**config.mk**
```make
export PLATFORM = sky130hd
export DESIGN_NAME = bus_arbiter
export DESIGN_NICKNAME = d
export VERILOG_FILES = /design/src/rtl/furv_bus_pkg.sv /design/src/rtl/bus_timeout.sv /design/src/rtl/bus_arbiter.sv
export SDC_FILE = /design/constraint.sdc
export NUM_CORES = 1
export LEC_CHECK = 0
export BUFFER_PORTS_ARGS = -buffer_cell sky130_fd_sc_hd__buf_4
export CAP_MARGIN = 20
export CORE_AREA = 2 2 118 120
export CTS_CLUSTER_SIZE = 28
export DETAILED_ROUTE_END_ITERATION = 7
export DIE_AREA = 0 0 120 122
export HOLD_SLACK_MARGIN = 0.1
export PLACE_DENSITY = 0.47
export SYNTH_ARGS = -nofsm -noshare
export SYNTH_HDL_FRONTEND = slang
export SYNTH_SLANG_ARGS = --single-unit
```
**constraint.sdc**
```tcl
create_clock -name clk -period 2.2 [get_ports clk]
set_input_delay 0.11 -clock clk [delete_from_list [all_inputs] [get_ports clk]]
set_output_delay 0.11 -clock clk [all_outputs]
set_load 0.1 [all_outputs]
```
**src/rtl/furv_bus_pkg.sv**
```systemverilog
// furv_bus_pkg: shared SoC data-bus widths and arbiter state encoding
package furv_bus_pkg;
  localparam int ADDR_W = 30;
  localparam int DATA_W = 32;
  localparam int SEL_W  = DATA_W / 8;
  typedef enum logic [1:0] {
    IDLE     = 2'd0,
    GNT      = 2'd1,
    ERR_WAIT = 2'd2
  } arb_state_t;
endpackage

```
**src/rtl/bus_timeout.sv**
```systemverilog
// bus_timeout: clearable cycle counter flagging a bus cycle that never acks
//   clk, rst : clock, async active-high reset
//   clr      : zero the count (has priority over en)
//   en       : count one cycle
//   expire   : count has reached TIMEOUT-1
module bus_timeout #(
  parameter int TIMEOUT = 255,
  parameter int TO_W    = 8
) (
  input  logic clk,
  input  logic rst,
  input  logic clr,
  input  logic en,
  output logic expire
);
  logic [TO_W-1:0] cnt;
  always_ff @(posedge clk or posedge rst)
    if (rst) cnt <= '0;
    else if (clr) cnt <= '0;
    else if (en) cnt <= cnt + 1'b1;
  assign expire = cnt == TO_W'(TIMEOUT - 1);
endmodule

```
**src/rtl/bus_arbiter.sv**
```systemverilog
// bus_arbiter: two-master round-robin arbiter with timeout for the shared SoC data bus
//   m0_*/m1_* : master-side cyc/we/addr/sel/data_out in, data_in/ack/err out
//   s_*       : slave-side cyc/we/addr/sel/data_out out, data_in/ack in
//   gnt       : one-hot current grant
module bus_arbiter #(
  parameter int ADDR_W  = furv_bus_pkg::ADDR_W,
  parameter int DATA_W  = furv_bus_pkg::DATA_W,
  parameter int SEL_W   = furv_bus_pkg::SEL_W,
  parameter int TIMEOUT = 255,
  parameter int TO_W    = 8
) (
  input  logic              clk,
  input  logic              rst,
  input  logic              m0_cyc,
  input  logic              m0_we,
  input  logic [ADDR_W-1:0] m0_addr,
  input  logic [SEL_W-1:0]  m0_sel,
  input  logic [DATA_W-1:0] m0_data_out,
  output logic [DATA_W-1:0] m0_data_in,
  output logic              m0_ack,
  output logic              m0_err,
  input  logic              m1_cyc,
  input  logic              m1_we,
  input  logic [ADDR_W-1:0] m1_addr,
  input  logic [SEL_W-1:0]  m1_sel,
  input  logic [DATA_W-1:0] m1_data_out,
  output logic [DATA_W-1:0] m1_data_in,
  output logic              m1_ack,
  output logic              m1_err,
  output logic              s_cyc,
  output logic              s_we,
  output logic [ADDR_W-1:0] s_addr,
  output logic [SEL_W-1:0]  s_sel,
  output logic [DATA_W-1:0] s_data_out,
  input  logic [DATA_W-1:0] s_data_in,
  input  logic              s_ack,
  output logic [1:0]        gnt
);
  import furv_bus_pkg::*;
  arb_state_t state;
  logic o, last, g, cyc_o, hit, to;
  assign g     = state == GNT;
  assign cyc_o = o ? m1_cyc : m0_cyc;
  // a same-cycle ack beats the timeout
  assign to    = g & cyc_o & ~s_ack & hit;
  bus_timeout #(.TIMEOUT(TIMEOUT), .TO_W(TO_W)) u_to (
    .clk(clk), .rst(rst), .clr(~g | s_ack), .en(g), .expire(hit)
  );
  always_ff @(posedge clk or posedge rst)
    if (rst) begin
      state <= IDLE;
      o     <= 1'b0;
      last  <= 1'b1;
    end else if (state == IDLE) begin
      if (m0_cyc | m1_cyc) begin
        state <= GNT;
        o     <= (m0_cyc & m1_cyc) ? ~last : m1_cyc;
      end
    end else if (!cyc_o) begin
      state <= IDLE;
      last  <= o;
    end else if (to) begin
      state <= ERR_WAIT;
    end
  always_comb begin
    s_cyc      = g & cyc_o & ~to;
    s_we       = g & (o ? m1_we : m0_we);
    s_addr     = g ? (o ? m1_addr : m0_addr) : '0;
    s_sel      = g ? (o ? m1_sel : m0_sel) : '0;
    s_data_out = g ? (o ? m1_data_out : m0_data_out) : '0;
    m0_data_in = (g & ~o) ? s_data_in : '0;
    m1_data_in = (g & o) ? s_data_in : '0;
    m0_ack     = g & ~o & s_ack & m0_cyc;
    m1_ack     = g & o & s_ack & m1_cyc;
    m0_err     = to & ~o;
    m1_err     = to & o;
    gnt        = g ? (o ? 2'b10 : 2'b01) : 2'b00;
  end
endmodule

```
# Yosys cells after proc, flatten, opt, wreduce, memory -nomap -nowiden
# Cells that the tools add are included.
# word_totals
reg_bits	12
# classes
n_eq_ne	4
bitwise	23
mux	19
n_addsub	1
reduce_logical	5
# ops
cell	n
32-bit two-way mux	4
30-bit two-way mux	2
8-bit two-way mux	2
1-bit AND	14
2-bit two-way mux	6
8-bit by 1-bit adder with 8-bit output, second input constant	1
8-bit equality test, second input constant	1
4-bit two-way mux	2
1-bit inverter	7
2-bit AND reduction	3
1-bit two-way mux	3
3-bit by 1-bit != test with 1-bit output, second input constant	1
2-bit by 1-bit equality test with 1-bit output, second input constant	1
2-bit zero test	1
2-bit by 1-bit != test with 1-bit output, second input constant	1
1-bit OR	2
2-bit nonzero test	1

# Logic depth before layout (Yosys ltp)
# Gate-level depths: netlist (run 1).
# depth
ltp_word	7
mapped_depth	5

# Cells and area by module
# From an unflattened synthesis (run 1), not the netlist that was laid out.
# hier_totals
hier_cells	295
area_unflattened_um2	2205.9
# modules_own_cells
module	area_each_um2	cells_each	n_inst	seq_area_each_um2
bus_arbiter	1799.2	253	1	101.3
bus_timeout	406.6	42	1	200.2

# Least setup slack after synthesis (run 1)
# No wires, ideal clock.
# synth_timing
kind	register -> output
from	reg state[1]
to	out m0_data_in[22]
stages_incl_launch_ff	6
required_time_ps	2090
t_arrival_ps	2785
slack_ps	-695
path_cell_list	dfrtp_1 nand2b_1 clkbuf_1 nor2_1 clkbuf_1 and2_1
# synth_between
elab_chain_len	3
# synth_lines
element	line_no	source
start, declared	bus_arbiter.sv:40	arb_state_t state;
start signal, assigned	bus_arbiter.sv:51	state <= IDLE;
start signal, assigned	bus_arbiter.sv:56	state <= GNT;
start signal, assigned	bus_arbiter.sv:60	state <= IDLE;
2-bit by 1-bit equality test with 1-bit output	bus_arbiter.sv:42	assign g = state == GNT;
1-bit AND	bus_arbiter.sv:71	m0_data_in = (g & ~o) ? s_data_in : '0;
32-bit two-way mux	bus_arbiter.sv:71	
end, declared	bus_arbiter.sv:19	output logic [DATA_W-1:0] m0_data_in,
# No other way between the ends.

# Worst setup path in the final report (run 1)
# layout_timing
from	reg state[1]
to	out s_data_out[9]
# layout_between
elab_chain_len	2
# layout_lines
element	line_no	source
2-bit by 1-bit equality test with 1-bit output	bus_arbiter.sv:42	
32-bit two-way mux	bus_arbiter.sv:70	s_data_out = g ? (o ? m1_data_out : m0_data_out) : '0;
end, declared	bus_arbiter.sv:34	output logic [DATA_W-1:0] s_data_out,
# No other way between the ends.

==> results of run 1 <==
stage by stage:
stage	utilization [%]	hold WS [ns]	TNS, ns
finish	35.8	0.182	0
floorplan	-	-0.0260	-4.79
global placement	35.1	0.156	0
detailed placement	35.1	0.164	0
CTS	35.8	0.185	0
global route	35.8	0.206	0
final timing paths:
path	startpoint	to	slack [ns]	cells after the start
setup / recovery	state[1]	s_data_out[9]	0.23	4
hold / removal	m1_cyc	state[0]	0.18	3
setup reg to reg	state[1]	u_to.cnt[7]	0.54	3
hold reg to reg	u_to.cnt[0]	u_to.cnt[0]	0.49	1
max in group asynchronous	rst	o	1.40	3
min in group asynchronous	rst	u_to.cnt[4]	0.45	3
logic make-up (layout without fill, tap and decap cells):
| group | after synthesis | in the layout | share of synthesized area, % |
|---|---|---|---|
| flops | 12 | 12 | 14.6 |
| buf+inv | 30 | 326 | 6.00 |
| xor+xnor | 3 | 3 | 1.27 |
| simple gates | 164 | 164 | 40.1 |
| mux | 68 | 68 | 33.0 |
| fa+ha+maj | 2 | 2 | 1.21 |
| compound gates | 13 | 13 | 3.82 |
layout by cell type, fill, tap and decap left out, types with 3 or more instances in the layout:
| cell type | count |
|---|---|
| nor2_1 | 29 |
| and3_1 | 34 |
| nand2_1 | 5 |
| nor2_2 | 47 |
| o21ai_0 | 5 |
| buf_4 | 314 |
| buf_12 | 3 |
| inv_1 | 3 |
| a21oi_1 | 3 |
| mux2i_1 | 67 |
| clkbuf_16 | 3 |
| dfrtp_1 | 10 |
| and2_2 | 9 |
| and2_1 | 24 |
metal layers:
layer	wire (um)	vias to the layer above	part of all wire [%]	global-route usage [%]
met2	6660	121	52	28.7
met1	5140	1488	40	19.5
li1	-	1579	-	-
met4	63	0	0.49	1.47
met5	0	-	0	0
met3	880	6	6.9	3.18
registers in the layout, indices dropped and copies added (netlist names):
| signal | flops |
|---|---|
| o | 1 |
| state | 2 |
| u_to.cnt | 8 |
| last | 1 |
critical path, stage by stage, from the launching register on:
cell      delay [ns]
dfrtp_1         0.44
nand2b_4        0.18
buf_4           0.56
nor2_1          0.13
buf_4           0.27
cell type report:
cell class | count | area [um^2]
fillers | 1456 | 8670
repair buffers | 319 | 2440
multi-input cells | 250 | 1780
flip-flops and latches | 12 | 305
well taps | 180 | 225
clock buffers | 4 | 78.8
inverters | 3 | 11.3
==> impl_metrics.env, run 1 <==
export IMPL_status="finished, final reports clean"
export IMPL_firstDrtPassIters=4
export IMPL_synth_area_leaders="mux2i_1 32%, nor2_1 14%, dfrtp_1 13%"
export IMPL_period_share_pct=89.7
export IMPL_async_reset_ff_share_pct=100
export IMPL_synth_edff_count=0
export IMPL_cts_tree="yes"
export IMPL_crit_fanout=52
export IMPL_place_inst=762
export IMPL_fp_dieW_um=120
export IMPL_ios=309
export IMPL_yosysUniqueCellTypes=32
export IMPL_dp_final_hpwl_um=10800
export IMPL_gr_usage_all_layers_pct=15.6
export IMPL_hp_class="primary input to register"
export IMPL_synth_cells=292
export IMPL_syn_avg_cell_area_um2=7.07
export IMPL_drt_wl_total_um=12700
export IMPL_fin_crit_ns=1.97
export IMPL_die_h_um=122
export IMPL_cap_violations=0
export IMPL_h_tree_depth=1
export IMPL_slew_viol_final=0
export IMPL_gp_congestion=0.833
export IMPL_initial_utilization_pct=15.3
export IMPL_synth_seq_cells=12
export IMPL_drcViolationCount=0
export IMPL_fin_skew_ns=0.00227
export IMPL_yosysWarnings=0
export IMPL_gr_total_overflow=0
export IMPL_place_area_um2=4740
export IMPL_setup_worst_path_class="register to output pin"
export IMPL_port_buffers=308
export IMPL_vias_per_cell=4.16
export IMPL_cp_required_ns=2.09
export IMPL_netlist_top_cells_count="76 x nor2_1, 67 x mux2i_1, 36 x and3_1"
export IMPL_clk_pin_slew_worst_paths_ns=0.04
export IMPL_via_count=3194
export IMPL_final_cells=768
export IMPL_grt_max_degree=53
export IMPL_clk_latency_ns=0.23
export IMPL_syn_area_um2=2060
export IMPL_core_area_um2=13500
export IMPL_syn_nets=465
export IMPL_rsz0062_at_grt="no"
export IMPL_dieArea_um2=14600
export IMPL_areaGrowthSynthToFinish_pct=134
export IMPL_drtIter0Drc=126
export IMPL_synth_most_common_cell="nor2_1"
export IMPL_cts_buffers=3
export IMPL_grt_pass1_wl_um=17900
export IMPL_drive_gt1_share_pct=65.1
export IMPL_start_kind="register"
export IMPL_hold_viol=0
export IMPL_final_nets=762
export IMPL_num_rows=43
export IMPL_grt_pass1_vias=2970
export IMPL_fmax_mhz=507
export IMPL_synth_seq_area_share_pct=14.6
export IMPL_yosysTopAreaCellShare_pct=32.5
export IMPL_hold_buffers=2
export IMPL_setup_viol=0
export IMPL_critPathCaptureType="output pin"
export IMPL_tightestPinTransition_ns=0.720
export IMPL_final_area_um2=4840
export IMPL_clockRootBuffer="clkbuf_16"
export IMPL_pre_cts_ws_ns=0.476
export IMPL_slew_headroom_pct=52.0
export IMPL_yosysTopAreaCell="mux2i_1"
export IMPL_avgRoutedWirePerCell_um=16.6
export IMPL_antenna_left=0
export IMPL_clkSinkCount=12
export IMPL_post_cts_resized=0
export IMPL_final_setup_worst_slack_ns=0.226
export IMPL_clk_path_buf_depth=2
export IMPL_cts_setup_buffers=0
export IMPL_critPathArrivalTime_ns=1.86
export IMPL_grt_antenna_before_repair=0
export IMPL_antenna_cells=0
export IMPL_synthFlopType="dfrtp_1"
Power of run 1 is left out: the tool's default activity adds up to more than one toggle a clock period on the data nets, which glitch-free logic cannot reach.
==> run 2: changes to the inputs <==
CORE_AREA = 2 2 120 122   (was 2 2 118 120)
CTS_BUF_LIST = sky130_fd_sc_hd__clkbuf_4 sky130_fd_sc_hd__clkbuf_8   (was not set)
DIE_AREA = 0 0 122 124   (was 0 0 120 122)
PLACE_DENSITY = 0.46   (was 0.47)
==> run 2 against run 1 <==
Against the previous run:
- wire length grew 1.6%
- final area shrank 0.96%
- non-clock buffer count decreased by 3
- critical path depth did not move
- clock-buffer cell count did not move
- critical endpoint is now s_addr[6]
- clock skew up 0.00065 ns
- worst hold slack worse by 0.0018 ns
- global-route usage is 0.77 points lower
- core utilization fell by 0.90 points
==> impl_metrics.env, run 2 (same netlist as run 1, synthesis figures left out) <==
export IMPL_status="finished, final reports clean"
export IMPL_final_nets=759
export IMPL_regArea_um2=305
export IMPL_clockRootBuffer="clkbuf_8"
export IMPL_dieArea_um2=15100
export IMPL_initial_utilization_pct=15.0
export IMPL_crit_chain="buf_4, mux2i_1, nor2_2, buf_4"
export IMPL_drt_wl_total_um=12900
export IMPL_grt_pass1_vias=2749
export IMPL_vias_per_cell=4.12
export IMPL_drive_gt1_share_pct=65.1
export IMPL_top_regs="u_to.cnt (8), state (2)"
export IMPL_fin_skew_ns=0.00292
export IMPL_gr_usage_all_layers_pct=14.9
export IMPL_dp_final_hpwl_um=10800
export IMPL_die_h_um=124
export IMPL_areaGrowthSynthToFinish_pct=132
export IMPL_crit_fanout=24
export IMPL_clk_pin_slew_worst_paths_ns=0.05
export IMPL_via_count=3154
export IMPL_gr_total_overflow=0
export IMPL_setup_worst_path_class="register to output pin"
export IMPL_h_tree_depth=1
export IMPL_largest_register="u_to.cnt"
export IMPL_layout_common_cells="311 x buf_4, 67 x mux2i_1, 47 x nor2_2, 34 x and3_1, 29 x nor2_1"
export IMPL_port_buffers=308
export IMPL_multi_input_comb_area_um2=1780
export IMPL_critPathCaptureType="output pin"
export IMPL_cts_setup_buffers=0
export IMPL_slew_headroom_pct=67.9
export IMPL_critPathSlowestCell="dfrtp_4"
export IMPL_rsz0062_at_grt="no"
export IMPL_drcViolationCount=0
export IMPL_r2r_cells=3
export IMPL_antenna_cells=0
export IMPL_fin_crit_ns=1.92
export IMPL_cap_violations=0
export IMPL_antenna_left=0
export IMPL_ios=309
export IMPL_holdPathStages=3
export IMPL_cp_required_ns=2.09
export IMPL_slew_viol_final=0
export IMPL_cp_buffers_inverters=2
export IMPL_grt_pass1_wl_um=17200
export IMPL_num_fill_cells=1484
export IMPL_clk_path_buf_depth=2
export IMPL_hp_class="primary input to register"
export IMPL_largest_reg_flops=8
export IMPL_fp_dieW_um=122
export IMPL_start_kind="register"
export IMPL_gp_congestion=0.954
export IMPL_clk_latency_ns=0.24
export IMPL_setup_viol=0
export IMPL_cts_buffers=3
export IMPL_grt_antenna_before_repair=0
export IMPL_final_area_um2=4790
export IMPL_period_share_pct=87.3
export IMPL_clkSinkCount=12
export IMPL_num_rows=43
export IMPL_place_area_um2=4710
export IMPL_firstDrtPassIters=4
export IMPL_final_common_cell="buf_4"
export IMPL_tightestPinTransition_ns=0.481
export IMPL_fmax_mhz=521
export IMPL_drtIter0Drc=160
export IMPL_avgRoutedWirePerCell_um=16.9
export IMPL_max_stage_delay_ns=0.55
export IMPL_hold_viol=0
export IMPL_critPathArrivalTime_ns=1.81
export IMPL_cp_depth=4
export IMPL_core_area_um2=13700
export IMPL_grt_max_degree=68
export IMPL_path_delay_family="buffers and inverters"
export IMPL_cts_tree="yes"
export IMPL_crit_top_cell="buf_4"
-- run 2: changes by cell type in the layout (fill, tap and decap cells not counted) --
cell | previous run | this run
clkbuf_8 | 0 | 4
buf_4 | 314 | 311
clkbuf_16 | 3 | 0
clkbuf_1 | 1 | 0
-- run 2: layout make-up --
type	instances	area share, %
clock buffer	4	1.15
inverter	3	0.235
multi-input combinational	250	37.1
sequential	12	6.37
tap	180	4.70
timing repair buffer	316	50.4
-- run 2: worst paths after layout --
kind                        startpoint          end  slack, ns
setup / recovery                     o    s_addr[6]       0.28
hold reg to reg            u_to.cnt[0]  u_to.cnt[0]       0.49
setup reg to reg              state[1]  u_to.cnt[7]       0.56
min in group asynchronous          rst  u_to.cnt[6]       0.45
hold / removal                  m1_cyc            o       0.18
max in group asynchronous          rst            o       1.39
-- run 2: per-stage QoR --
stage,hold slack (ns),TNS [ns],cells,util (%),setup slack (ns)
floorplan,-0.0260,-4.79,292,-,-0.295
global placement,0.155,0,759,34.4,0.578
detailed placement,0.160,0,759,34.4,0.522
CTS,0.176,0,765,34.9,0.263
global route,0.195,0,765,34.9,0.169
finish,0.181,0,765,34.9,0.280
-- run 2: routing by layer --
layer / vias up / track usage [%] / routed length (um)
li1: 1575 / - / -
met1: 1460 / 18.1 / 5040
met2: 113 / 27.8 / 6860
met3: 6 / 2.88 / 928
met4: 0 / 1.65 / 104
met5: - / 0 / 0
-- run 2: worst reg2reg max path: stages (launching register included) --
cell	delay (ns)
dfrtp_1	0.44
or3b_1	0.53
or4_1	0.53
nand2_1	0.08
-- run 2: timing repair --
| item | CTS | global route |
|---|---|---|
| endpoints found under the hold margin | 12 | 0 |
| gates resized for setup | 0 | 0 |
| hold buffers | 2 | 0 |
Power of run 2 is left out for the same reason.
==> run 3: changes to the inputs <==
CORE_AREA = 2 2 118 120   (was 2 2 120 122)
DIE_AREA = 0 0 120 122   (was 0 0 122 124)
PLACE_DENSITY = not set   (was 0.46)
SETUP_SLACK_MARGIN = 0.5   (was not set)
SYNTH_HIERARCHICAL = 1   (was not set)
==> run 3 against run 2 <==
Against the previous run:
- clock-buffer cell count is the same
- setup slack gained 0.11 ns
- core utilization grew 23 points
- fmax grew 5.8%
- non-clock buffer count grew 36
- wire length grew 27%
- critical path type unchanged
- first-iteration DRC count shrank 15%
- area after synthesis grew 6.8%
- highest routed layer unchanged
- die area shrank 3.2%
==> impl_metrics.env, run 3 <==
export IMPL_setup_tns_ns=0
export IMPL_syn_nets=468
export IMPL_crit_end="m0_err"
export IMPL_avgRoutedWirePerCell_um=20.3
export IMPL_path_delay_family="simple AND/OR/NAND/NOR gates"
export IMPL_drcViolationCount=0
export IMPL_yosysTopAreaCellShare_pct=30.9
export IMPL_yosysTopAreaCell="mux2i_1"
export IMPL_vias_per_cell=4.53
export IMPL_gp_congestion=0.866
export IMPL_grt_antenna_before_repair=0
export IMPL_initial_utilization_pct=16.3
export IMPL_clk_pin_slew_worst_paths_ns=0.05
export IMPL_fin_crit_ns=1.81
export IMPL_ios=309
export IMPL_largest_register="u_to/cnt"
export IMPL_areaGrowthSynthToFinish_pct=255
export IMPL_core_area_um2=13500
export IMPL_critPathArrivalTime_ns=1.70
export IMPL_num_fill_cells=1038
export IMPL_synth_cells=295
export IMPL_cts_buffers=3
export IMPL_max_stage_delay_ns=0.38
export IMPL_hp_class="primary input to register"
export IMPL_firstDrtPassIters=4
export IMPL_crit_chain="inv_1, ha_2, nand3_2, nor2_1, and4bb_2, and3b_2, buf_12"
export IMPL_async_reset_ff_share_pct=100
export IMPL_num_rows=43
export IMPL_timing_rr_end="u_to/cnt[7]"
export IMPL_synth_most_common_cell="nor2_1"
export IMPL_yosysWarnings=6
export IMPL_drive_gt1_share_pct=88.5
export IMPL_cts_tree="yes"
export IMPL_antenna_left=0
export IMPL_antenna_cells=0
export IMPL_setup_worst_path_class="register to output pin"
export IMPL_critPathCaptureType="output pin"
export IMPL_die_h_um=122
export IMPL_largest_reg_flops=8
export IMPL_crit_fanout=4
export IMPL_fin_skew_ns=0.00538
export IMPL_netlist_top_cells_count="76 x nor2_1, 68 x mux2i_1, 35 x and3_1"
export IMPL_dp_final_hpwl_um=9730
export IMPL_status="finished, final reports clean"
export IMPL_rrSetupSlack_ns=0.60
export IMPL_yosysUniqueCellTypes=36
export IMPL_tightestPinTransition_ns=0.434
export IMPL_grt_pass1_vias=3521
export IMPL_slew_viol_final=0
export IMPL_synth_edff_count=0
export IMPL_fp_dieW_um=120
export IMPL_grt_pass1_wl_um=19100
export IMPL_h_tree_depth=1
export IMPL_synth_seq_area_share_pct=13.7
export IMPL_setup_viol=0
export IMPL_port_buffers=308
export IMPL_top_regs="u_to/cnt (8), state (2)"
export IMPL_cp_required_ns=2.09
export IMPL_final_common_cell="buf_4"
export IMPL_synthFlopType="dfrtp_1"
export IMPL_clockRootBuffer="clkbuf_8"
export IMPL_rsz0062_at_grt="yes"
export IMPL_clkSinkCount=12
export IMPL_period_share_pct=82.5
export IMPL_dieArea_um2=14600
export IMPL_syn_avg_cell_area_um2=7.48
export IMPL_start_kind="register"
export IMPL_rr_startpoint="state[1]"
export IMPL_synth_area_leaders="mux2i_1 31%, nor2_1 13%, dfrtp_1 12%"
export IMPL_drtIter0Drc=136
export IMPL_grt_max_degree=37
export IMPL_synth_seq_cells=12
export IMPL_cp_depth=7
export IMPL_slew_headroom_pct=70.2
export IMPL_hold_viol=0
export IMPL_via_count=3654
export IMPL_gr_usage_all_layers_pct=16.5
export IMPL_fmax_mhz=551
export IMPL_critPathSlowestCell="dfrtp_1"
export IMPL_cp_startpoint="u_to/cnt[0]"
export IMPL_drt_wl_total_um=16400
export IMPL_final_nets=801
export IMPL_cp_buffers_inverters=2
export IMPL_gr_total_overflow=0
export IMPL_layout_common_cells="186 x buf_4, 116 x buf_12, 53 x nor2_4, 38 x mux2i_2, 25 x and2_4"
export IMPL_clk_latency_ns=0.24
export IMPL_r2r_cells=6
export IMPL_clk_path_buf_depth=2
export IMPL_cap_violations=0
export IMPL_syn_area_um2=2210
[run 3: repair_timing]
| action | CTS | global route |
|---|---|---|
| buffers inserted | 12 | 9 |
| endpoints found under the hold margin | 12 | 0 |
| hold buffers | 1 | 0 |
| endpoints found under the setup margin | 125 | 133 |
| gates resized for setup | 205 | 298 |
| gates cloned | 5 | 14 |
| pin swaps | 6 | 27 |
[run 3: metal layers]
layer	wire (um)	vias to the layer above	GRT usage (%)
met2	9300	166	32.8
li1	-	1680	-
met3	932	30	2.81
met5	0	-	0
met1	5820	1778	18.2
met4	324	0	3.31
[run 3: area by class of cell]
cell class / instances / area, um^2 / area share [%]
multi-input cells: 251 / 2610 / 33.3
well taps: 180 / 225 / 2.87
repair inverters: 2 / 25.0 / 0.319
flip-flops and latches: 12 / 307 / 3.91
inverters: 6 / 35.0 / 0.447
repair buffers: 352 / 4590 / 58.5
clock buffers: 4 / 48.8 / 0.623
[run 3: worst register-to-register path: stages (launching register included)]
cell and delay (ns):
dfrtp_1 0.38, nand2b_4 0.17, buf_6 0.15, inv_12 0.07, nand3_1 0.14, or4_1 0.44
a21oi_1 0.16
[run 3: cell families after synthesis]
kind of cell             after synthesis  share of synthesized area (%)
AO/OA/AOI/OAI                         14                           3.91
XOR/XNOR                               4                           1.59
adder cells (fa/ha/maj)                2                           1.13
buffers and inverters                 34                           10.7
flip-flops                            12                           13.7
multiplexers                          68                           30.9
AND/OR/NAND/NOR                      161                           38.2
[run 3: per-stage QoR]
| stage | hold WS (ns) | cell area (um^2) | util [%] | std cells | setup WS (ns) |
|---|---|---|---|---|---|
| after floorplan | -0.125 | 2700 | - | 295 | 0.265 |
| after global placement | 0.0239 | 5140 | 38.1 | 762 | 0.479 |
| after detailed placement | 0.0233 | 5140 | 38.1 | 762 | 0.466 |
| after CTS | 0.107 | 6240 | 46.2 | 784 | 0.386 |
| after global routing | 0.141 | 7840 | 58.0 | 807 | 0.281 |
| final | 0.119 | 7840 | 58.0 | 807 | 0.385 |
[run 3: worst min path at each step]
| stage | startpoint | to | slack, ns | depth (start not counted) |
|---|---|---|---|---|
| 2_1_floorplan | rst | o | -0.12 | 1 |
| 3_3_place_gp | rst | o | 0.02 | 2 |
| 3_5_place_dp | rst | o | 0.02 | 2 |
| 4_1_cts | m0_cyc | o | 0.11 | 2 |
| 5_1_grt | m0_cyc | o | 0.14 | 2 |
| 6_report | m0_cyc | o | 0.12 | 2 |
Power of run 3 is left out for the same reason.
